===== src/rtl/arith_unit_scheduler.sv =====
// Round-robin scheduler that time-shares one flattened-bus arithmetic wrapper between NREQ requesters.
// Optional op counter output is enabled by defining ARITH_SCHED_STATS_EN.
module arith_unit_scheduler #(
  parameter int NREQ  = 4,
  parameter int IN_W  = 4,
  parameter int OUT_W = 5,
  parameter int LAT   = 0,
  parameter int ID_W  = (NREQ > 1) ? $clog2(NREQ) : 1
) (
  input  logic                 clk,
  input  logic                 rst,
  input  logic [NREQ-1:0]      req_valid,
  input  logic [NREQ*IN_W-1:0] req_data,
  output logic [NREQ-1:0]      req_ready,
  output logic [IN_W-1:0]      unit_in_flat,
  input  logic [OUT_W-1:0]     unit_out_flat,
  output logic                 rsp_valid,
  output logic [ID_W-1:0]      rsp_id,
  output logic [OUT_W-1:0]     rsp_data,
  input  logic                 rsp_ready,
  output logic                 busy
`ifdef ARITH_SCHED_STATS_EN
  ,
  output logic [15:0]          op_count
`endif
);

  typedef enum logic [1:0] {IDLE, DRIVE, CAPTURE, RESP} state_t;

  state_t            state_q, state_d;
  logic [ID_W-1:0]   ptr_q, ptr_d;
  logic [ID_W-1:0]   id_q, id_d;
  logic [3:0]        cnt_q, cnt_d;
  logic [IN_W-1:0]   in_q, in_d;
  logic [OUT_W-1:0]  data_q, data_d;
  logic [ID_W-1:0]   grant_idx;
  logic              grant_found;
  logic [IN_W-1:0]   grant_data;

  // Two passes: first the indices at or above ptr, then wrap to the lowest valid index.
  always_comb begin
    grant_found = 1'b0;
    grant_idx   = '0;
    for (int j = 0; j < NREQ; j++) begin
      if (!grant_found && req_valid[j] && (ID_W'(j) >= ptr_q)) begin
        grant_found = 1'b1;
        grant_idx   = ID_W'(j);
      end
    end
    for (int j = 0; j < NREQ; j++) begin
      if (!grant_found && req_valid[j]) begin
        grant_found = 1'b1;
        grant_idx   = ID_W'(j);
      end
    end
  end

  always_comb begin
    grant_data = '0;
    for (int j = 0; j < NREQ; j++) begin
      if (ID_W'(j) == grant_idx) grant_data = req_data[j*IN_W +: IN_W];
    end
  end

  always_comb begin
    req_ready = '0;
    if ((state_q == IDLE) && !rst && grant_found) req_ready[grant_idx] = 1'b1;
  end

  always_comb begin
    state_d = state_q;
    ptr_d   = ptr_q;
    id_d    = id_q;
    cnt_d   = cnt_q;
    in_d    = in_q;
    data_d  = data_q;
    case (state_q)
      IDLE: begin
        if (grant_found) begin
          in_d    = grant_data;
          id_d    = grant_idx;
          ptr_d   = (grant_idx == ID_W'(NREQ - 1)) ? '0 : grant_idx + ID_W'(1);
          cnt_d   = 4'(LAT);
          state_d = DRIVE;
        end
      end
      DRIVE: begin
        if (cnt_q == 4'd0) state_d = CAPTURE;
        else               cnt_d   = cnt_q - 4'd1;
      end
      CAPTURE: begin
        data_d  = unit_out_flat;
        state_d = RESP;
      end
      RESP: begin
        if (rsp_ready) begin
          in_d    = '0;
          state_d = IDLE;
        end
      end
      default: state_d = IDLE;
    endcase
  end

  always_ff @(posedge clk) begin
    if (rst) begin
      state_q <= IDLE;
      ptr_q   <= '0;
      id_q    <= '0;
      cnt_q   <= '0;
      in_q    <= '0;
      data_q  <= '0;
    end else begin
      state_q <= state_d;
      ptr_q   <= ptr_d;
      id_q    <= id_d;
      cnt_q   <= cnt_d;
      in_q    <= in_d;
      data_q  <= data_d;
    end
  end

  assign unit_in_flat = in_q;
  assign rsp_valid    = (state_q == RESP);
  assign rsp_id       = id_q;
  assign rsp_data     = data_q;
  assign busy         = (state_q != IDLE);

`ifdef ARITH_SCHED_STATS_EN
  logic [15:0] op_cnt_q, op_cnt_d;

  always_comb begin
    op_cnt_d = op_cnt_q;
    if ((state_q == RESP) && rsp_ready && (op_cnt_q != 16'hFFFF)) op_cnt_d = op_cnt_q + 16'd1;
  end

  always_ff @(posedge clk) begin
    if (rst) op_cnt_q <= '0;
    else     op_cnt_q <= op_cnt_d;
  end

  assign op_count = op_cnt_q;
`endif

endmodule


===== config.mk =====
export PLATFORM = sky130hd
export DESIGN_NAME = arith_unit_scheduler
export DESIGN_NICKNAME = d
export VERILOG_FILES = /design/src/rtl/arith_unit_scheduler.sv
export SDC_FILE = /design/constraint.sdc
export NUM_CORES = 1
export LEC_CHECK = 0
export CAP_MARGIN = 20
export CORE_MARGIN = 3
export CORE_UTILIZATION = 39
export DETAILED_ROUTE_END_ITERATION = 12
export PLACE_DENSITY = 0.78
export SLEW_MARGIN = 25
export SYNTH_ARGS = -nofsm -noshare
export SYNTH_HDL_FRONTEND = slang
export SYNTH_SLANG_ARGS = --single-unit

===== constraint.sdc =====
create_clock -name clk -period 2.1 [get_ports clk]
set_input_delay 0.21 -clock clk [delete_from_list [all_inputs] [get_ports clk]]
set_output_delay 0.21 -clock clk [all_outputs]
set_load 0.01 [all_outputs]

==> impl_results.md, run 1 <==
* Status: completed
* Final Hold Fails at 0
* DRT Pass-1 Iters at 4
* Slew Limit Headroom at 0.576
* Synth cell types at 35
* Synth Flop Type: dfxtp_1
* Worst-path clk slew at 0.12 ns
* Crit start category: register
* Final instance area at 1840 sq um
* Max Used Layer: met4
* Antenna violations before repair at 0
* Critical path arrival at 1.85 ns
* Number of synthesized flops with an enable pin at 0
* Fmax at 0.486 GHz
* RePlAce Congestion at 0.843
* Worst-Skew Late Latency at 0.30 ns
* Metal-1 WL at 1420 microns
* Inserted Clock Buffers at 3
* Power Density at 1040 nW/um^2
* Setup crit end kind: output port
* Die extent in x at 61.0 microns
* Synth top cells by count: dfxtp_1, nor2_1, ha_1, inv_1, a21oi_1
* Post-route ant nets at 0
* Cell area after synthesis at 1180 sq um
* Worst-Margin Slew at 0.634 ns
* Final setup vio count at 0
* Reg2Reg Depth at 9
* Largest net degree at the start of global routing at 19
* Core area at 2830 sq um
* I/O pins at 45
* Vias at 1,244
* Area contributors post-synth: dfxtp_1, ha_1, mux2i_1
* Post-synth top area share at 0.322
* Routed length on met2 at 1600 microns
* YS warnings at 0
* Fin crit share at 0.981
* First-pass GRT wire length at 4870 microns
* Starting DRC count in detailed routing at 60
* GRT Overall Usage at 0.168
* GRT overflow at 0
* CP Max Fanout at 5
* Placed cell area at 1760 sq um
* # H-tree levels at 1
* Clk sink count at 19
* Reg2reg end: unit_in_flat[0]
* Synth Area per Inst at 8.55 sq um
* Sequential-to-total area share from yosys stat at 0.322
* Maxcap violations at 0
* Initial Util at 0.417
* Critical path class: reg2out
* Drt wl/cell at 13.8 microns
* Hold depth at 2
* Count leader, synth: dfxtp_1
* Fin Setup TNS at 0 ns
* Post-Route WL at 3170 microns
* Fin crit period at 2.06 ns
* Num rows at 19
* Cell taking the most area after synthesis: dfxtp_1
* Unrepaired setup endpoints after global routing: yes
* Lkg Pwr at 0.758 nW
* R2r startpoint: ptr_q[1]
* Mapped Cells at 138
* Metal3 WL at 144 microns
* Dpl hpwl at 2420 microns
* CTS root buffer: clkbuf_4
* Vias per Instance at 5.41
* Worst hold slack at 0.472 ns
* CTS tree: built
* Hold crit path type: reg2reg
* Area delta synth->final at 56.2%
* Max Root-Sink Buffers at 2
* Number of global-route vias before repair at 1,157
* Maximum VDD drop at 623 uV
* Worst reg-to-reg setup slack at 0.12 ns
* Hold path startpoint: rsp_id[1]
* I/O Buffers at 44
* Fin. max-slew vios at 0
* Layout cells sized above 1 at 0.211
* Net Count, Synth at 177
* Die area at 3720 sq um
* Hold endpoint: rsp_id[1]
* WP data required at 1.89 ns
* Die Ht at 61.0 microns
* Flops & latches, synth at 19
* # fillers at 229
* Worst Clk Skew at 0.00776 ns
* Ant. Diodes at 0
* Fin nets at 239
* Asr flop ratio synth at 0
* Residual DRC at 0
worst max path at each step:
stage	from	endpoint	slack [ns]	cells past startpoint
floorplan	ptr_q[1]	unit_in_flat[0]	0.04	10
global placement	req_valid[0]	req_ready[1]	-0.28	7
detailed placement	req_valid[0]	unit_in_flat[0]	-0.39	10
CTS	ptr_q[1]	req_ready[2]	-0.01	7
global route	ptr_q[1]	req_ready[2]	-0.08	7
finish	ptr_q[1]	req_ready[2]	0.04	7
what timing repair did:
item,in CTS,in global routing
hold buffers,0,0
buffers inserted,2,1
resized for setup,13,16
endpoints found under the setup margin,8,9
pin swaps,1,3
kinds of logic after synthesis:
logic type,synth area share
AOI/OAI and AO/OA,0.244
adders and majority gates,0.117
buffers and inverters,0.0541
DFF,0.322
muxes,0.0594
and+or+nand+nor,0.204
routing by layer:
layer  up-vias  global-route usage
li1        627                   -
met1       579               0.214
met2        36               0.295
met3         2              0.0511
met4         0             0.00929
met5         -                   0
power by group:
part           switching, mW  internal, mW  leakage (nW)  total [mW]
sequential            0.0746         0.475         0.157       0.550
combinational          0.577         0.607         0.583        1.18
clock                  0.119        0.0710        0.0177       0.190
total                  0.771          1.15         0.758        1.93
area by class of cell:
type                    count  area, sq um  share of cell area
clock buffers               3         22.5              0.0122
well taps                  31         38.8              0.0210
repair buffers             63          566               0.307
inverters                  11         41.3              0.0224
multi-input cells         102          782               0.424
clock inverters             1         5.00             0.00272
flip-flops and latches     19          388               0.210
stage by stage:
stage / util / power (mW) / cells / setup WS [ns]
final: 0.651 / 1.93 / 230 / 0.0406
after global routing: 0.651 / 2.08 / 230 / -0.0824
after floorplan: - / 1.16 / 138 / 0.0379
after CTS: 0.638 / 1.86 / 229 / -0.0147
after detailed placement: 0.622 / 1.64 / 223 / -0.393
after global placement: 0.622 / 1.61 / 223 / -0.283
flip-flops by register name (all words and copies together) (netlist names):
signal,flops
cnt_q,4
unit_in_flat,4
rsp_id,2
rsp_data,5
state_q,2
ptr_q,2
critical path, cell delays in order (launching register included):
cell and delay (ns):
dfxtp_4 0.39, a21oi_1 0.07, o21a_1 0.20, o22ai_2 0.19, inv_1 0.10, ha_2 0.19
and2_1 0.13, dlygate4sd2_1 0.27
cells in the final DEF (no fill, tap or decap), types with 3 or more instances in the layout:
master	Yosys	final
clkdlybuf4s50_1	0	39
buf_4	0	19
dfxtp_1	19	15
nor2_1	13	13
inv_1	11	10
ha_1	11	9
a21oi_1	10	8
nand2_1	8	8
mux2i_1	7	7
and2_1	4	4
a221oi_2	0	4
nor2b_1	5	4
o31ai_1	4	4
a22o_1	4	4
nor3_1	3	3
a211oi_1	3	3
clkbuf_4	0	3
dfxtp_2	0	3
No activity file was read; power rests on OpenSTA's default activity.
==> run 2: changes to the inputs <==
CORE_UTILIZATION = 55   (was 39)
CTS_BUF_LIST = sky130_fd_sc_hd__clkbuf_16   (was unset)
DONT_BUFFER_PORTS = 1   (was unset)
PLACE_DENSITY = 0.76   (was 0.78)
==> run 2 against run 1 <==
- die area decreased by 26%
- largest cell class unchanged
- flip-flop and latch count unchanged
- critical path depth increased by 2
==> impl_results.md, run 2 (synthesis gave the netlist of run 1 again) <==
* Die Ht at 52.3 microns (was 61.0 microns)
* Post-route ant nets at 0 (unchanged)
* Initial Util at 0.589 (was 0.417)
* Reg2reg end: unit_in_flat[3] (was unit_in_flat[0])
* Number of global-route vias before repair at 900 (was 1,157)
* I/O pins at 45 (unchanged)
* DRT Pass-1 Iters at 4 (unchanged)
* Clk sink count at 19 (unchanged)
* Vias at 1,027 (was 1,244)
* First-pass GRT wire length at 3720 microns (was 4870 microns)
* Crit. Startpoint: ptr_q[1] (unchanged)
* Crit-path cells: mux2i_2 > o22ai_1 > a21oi_2 > inv_1 > ha_1 > nor2b_4 > a221oi_2 > o31ai_1 > a22o_1 (was a21oi_1 > o21a_1 > o22ai_2 > inv_1 > ha_2 > and2_1 > dlygate4sd2_1)
* Post-Route WL at 2600 microns (was 3170 microns)
* Ant. Diodes at 0 (unchanged)
* Number of placed instances, taps included at 160 (was 223)
* GRT Overall Usage at 0.180 (was 0.168)
* Maxcap violations at 0 (unchanged)
* Worst hold slack at 0.0237 ns (was 0.472 ns)
* Max FFs per register at 5 (unchanged)
* Lkg Pwr at 0.531 nW (was 0.758 nW)
* Slew Limit Headroom at 0.624 (was 0.576)
* Worst Clk Skew at 0.00125 ns (was 0.00776 ns)
* Largest net degree at the start of global routing at 20 (was 19)
* Layout cells sized above 1 at 0.137 (was 0.211)
* GRT overflow at 0 (unchanged)
* Critical path arrival at 2.15 ns (was 1.85 ns)
* # H-tree levels at 1 (unchanged)
* Hold crit path type: in2reg (was reg2reg)
* Die area at 2740 sq um (was 3720 sq um)
* Hold endpoint: cnt_q[1] (was rsp_id[1])
* Hold path startpoint: rst (was rsp_id[1])
* Fin crit share at 0.956 (was 0.981)
* CP Max Fanout at 7 (was 5)
* Post-route insts no fill at 166 (was 230)
* Starting DRC count in detailed routing at 39 (was 60)
* Critical path class: reg2reg (was reg2out)
* R2r startpoint: ptr_q[1] (unchanged)
* Worst-Margin Slew at 0.560 ns (was 0.634 ns)
* Power Density at 1330 nW/um^2 (was 1040 nW/um^2)
* Max Root-Sink Buffers at 2 (unchanged)
* Dpl hpwl at 1910 microns (was 2420 microns)
* Inserted Clock Buffers at 3 (unchanged)
* Worst reg-to-reg setup slack at 0.09 ns (was 0.12 ns)
* Maximum VDD drop at 821 uV (was 623 uV)
* Fin crit period at 2.01 ns (was 2.06 ns)
* Setup crit end kind: register (was output port)
* CTS tree: built (unchanged)
* I/O Buffers at 0 (was 44)
* Num rows at 16 (was 19)
* Drt wl/cell at 15.7 microns (was 13.8 microns)
* Commonest non-fill, non-tap cell in the layout: dfxtp_1 (was clkdlybuf4s50_1)
* Residual DRC at 0 (unchanged)
* Placed cell area at 1200 sq um (was 1760 sq um)
* Final setup vio count at 0 (unchanged)
* Fin. max-slew vios at 0 (unchanged)
* Reg2Reg Depth at 9 (unchanged)
* Worst-path clk slew at 0.05 ns (was 0.12 ns)
* Die extent in x at 52.3 microns (was 61.0 microns)
* Final Hold Fails at 0 (unchanged)
* RePlAce Congestion at 0.769 (was 0.843)
* Cts hold-fix bufs at 0 (unchanged)
* Final instance area at 1350 sq um (was 1840 sq um)
* Fin nets at 179 (was 239)
* Crit-path slowest cell: dfxtp_4 (unchanged)
* CP peak stage delay at 0.38 ns (was 0.39 ns)
* WP data required at 2.24 ns (was 1.89 ns)
* Status: completed (unchanged)
* Core area at 2000 sq um (was 2830 sq um)
* Hold depth at 1 (was 2)
* Area delta synth->final at 14.4% (was 56.2%)
* Fmax at 0.498 GHz (was 0.486 GHz)
* Crit start category: register (unchanged)
* Commonest cells after routing, fill and taps aside: dfxtp_1, nor2_1, inv_1 (was clkdlybuf4s50_1, buf_4, dfxtp_1)
* CTS root buffer: clkbuf_16 (was clkbuf_4)
* Worst-Skew Late Latency at 0.25 ns (was 0.30 ns)
* Antenna violations before repair at 0 (unchanged)
* Vias per Instance at 6.19 (was 5.41)
-- run 2: worst max-delay path: cells and delay by family (launching register included) --
| family | cells | cell delay, ns |
|---|---|---|
| flip-flops | 1 | 0.38 |
| AO/OA/AOI/OAI | 5 | 0.83 |
| multiplexers | 1 | 0.22 |
| AND/OR/NAND/NOR | 1 | 0.15 |
| adder cells (fa/ha/maj) | 1 | 0.22 |
| buffers and inverters | 1 | 0.09 |
-- run 2: worst max path at each step --
stage,slack [ns],end
after floorplan,0.04,unit_in_flat[0]
after global placement,0.05,unit_in_flat[2]
after detailed placement,-0.05,unit_in_flat[1]
after CTS,0.003,unit_in_flat[1]
after global routing,-0.02,unit_in_flat[2]
final,0.09,unit_in_flat[3]
-- run 2: metrics by stage --
step,setup slack (ns),util,setup TNS (ns),power [mW]
2_1_floorplan,0.0379,-,0,1.16
3_3_place_gp,0.0459,0.601,0,1.28
3_5_place_dp,-0.0526,0.601,-0.177,1.30
4_1_cts,0.00343,0.641,0,1.69
5_1_grt,-0.0200,0.674,-0.0506,1.91
6_report,0.0918,0.674,0,1.79
-- run 2: timing repair --
action	4_1_cts	5_1_grt
pin swaps	0	3
endpoints found under the setup margin	5	7
resized for setup	1	13
setup buffers	0	2
gates cloned	0	0
-- run 2: per-layer routing --
metal  global-route usage  wire [microns]
met5                    0               0
met1                0.205            1090
met3               0.0627             187
met4               0.0511              34
met2                0.314            1290
-- run 2: layout make-up --
type / instances / area [sq um]
multi-input cells: 102 / 790
inverters: 11 / 41.3
flip-flops and latches: 19 / 384
well taps: 27 / 33.8
clock inverters: 1 / 3.75
repair buffers: 3 / 22.5
clock buffers: 3 / 75.1
fillers: 154 / 652
-- run 2: where the power goes --
| group | total [mW] | internal (mW) | switching (mW) |
|---|---|---|---|
| Sequential | 0.591 | 0.471 | 0.120 |
| Combinational | 0.819 | 0.355 | 0.463 |
| Clock | 0.380 | 0.253 | 0.127 |
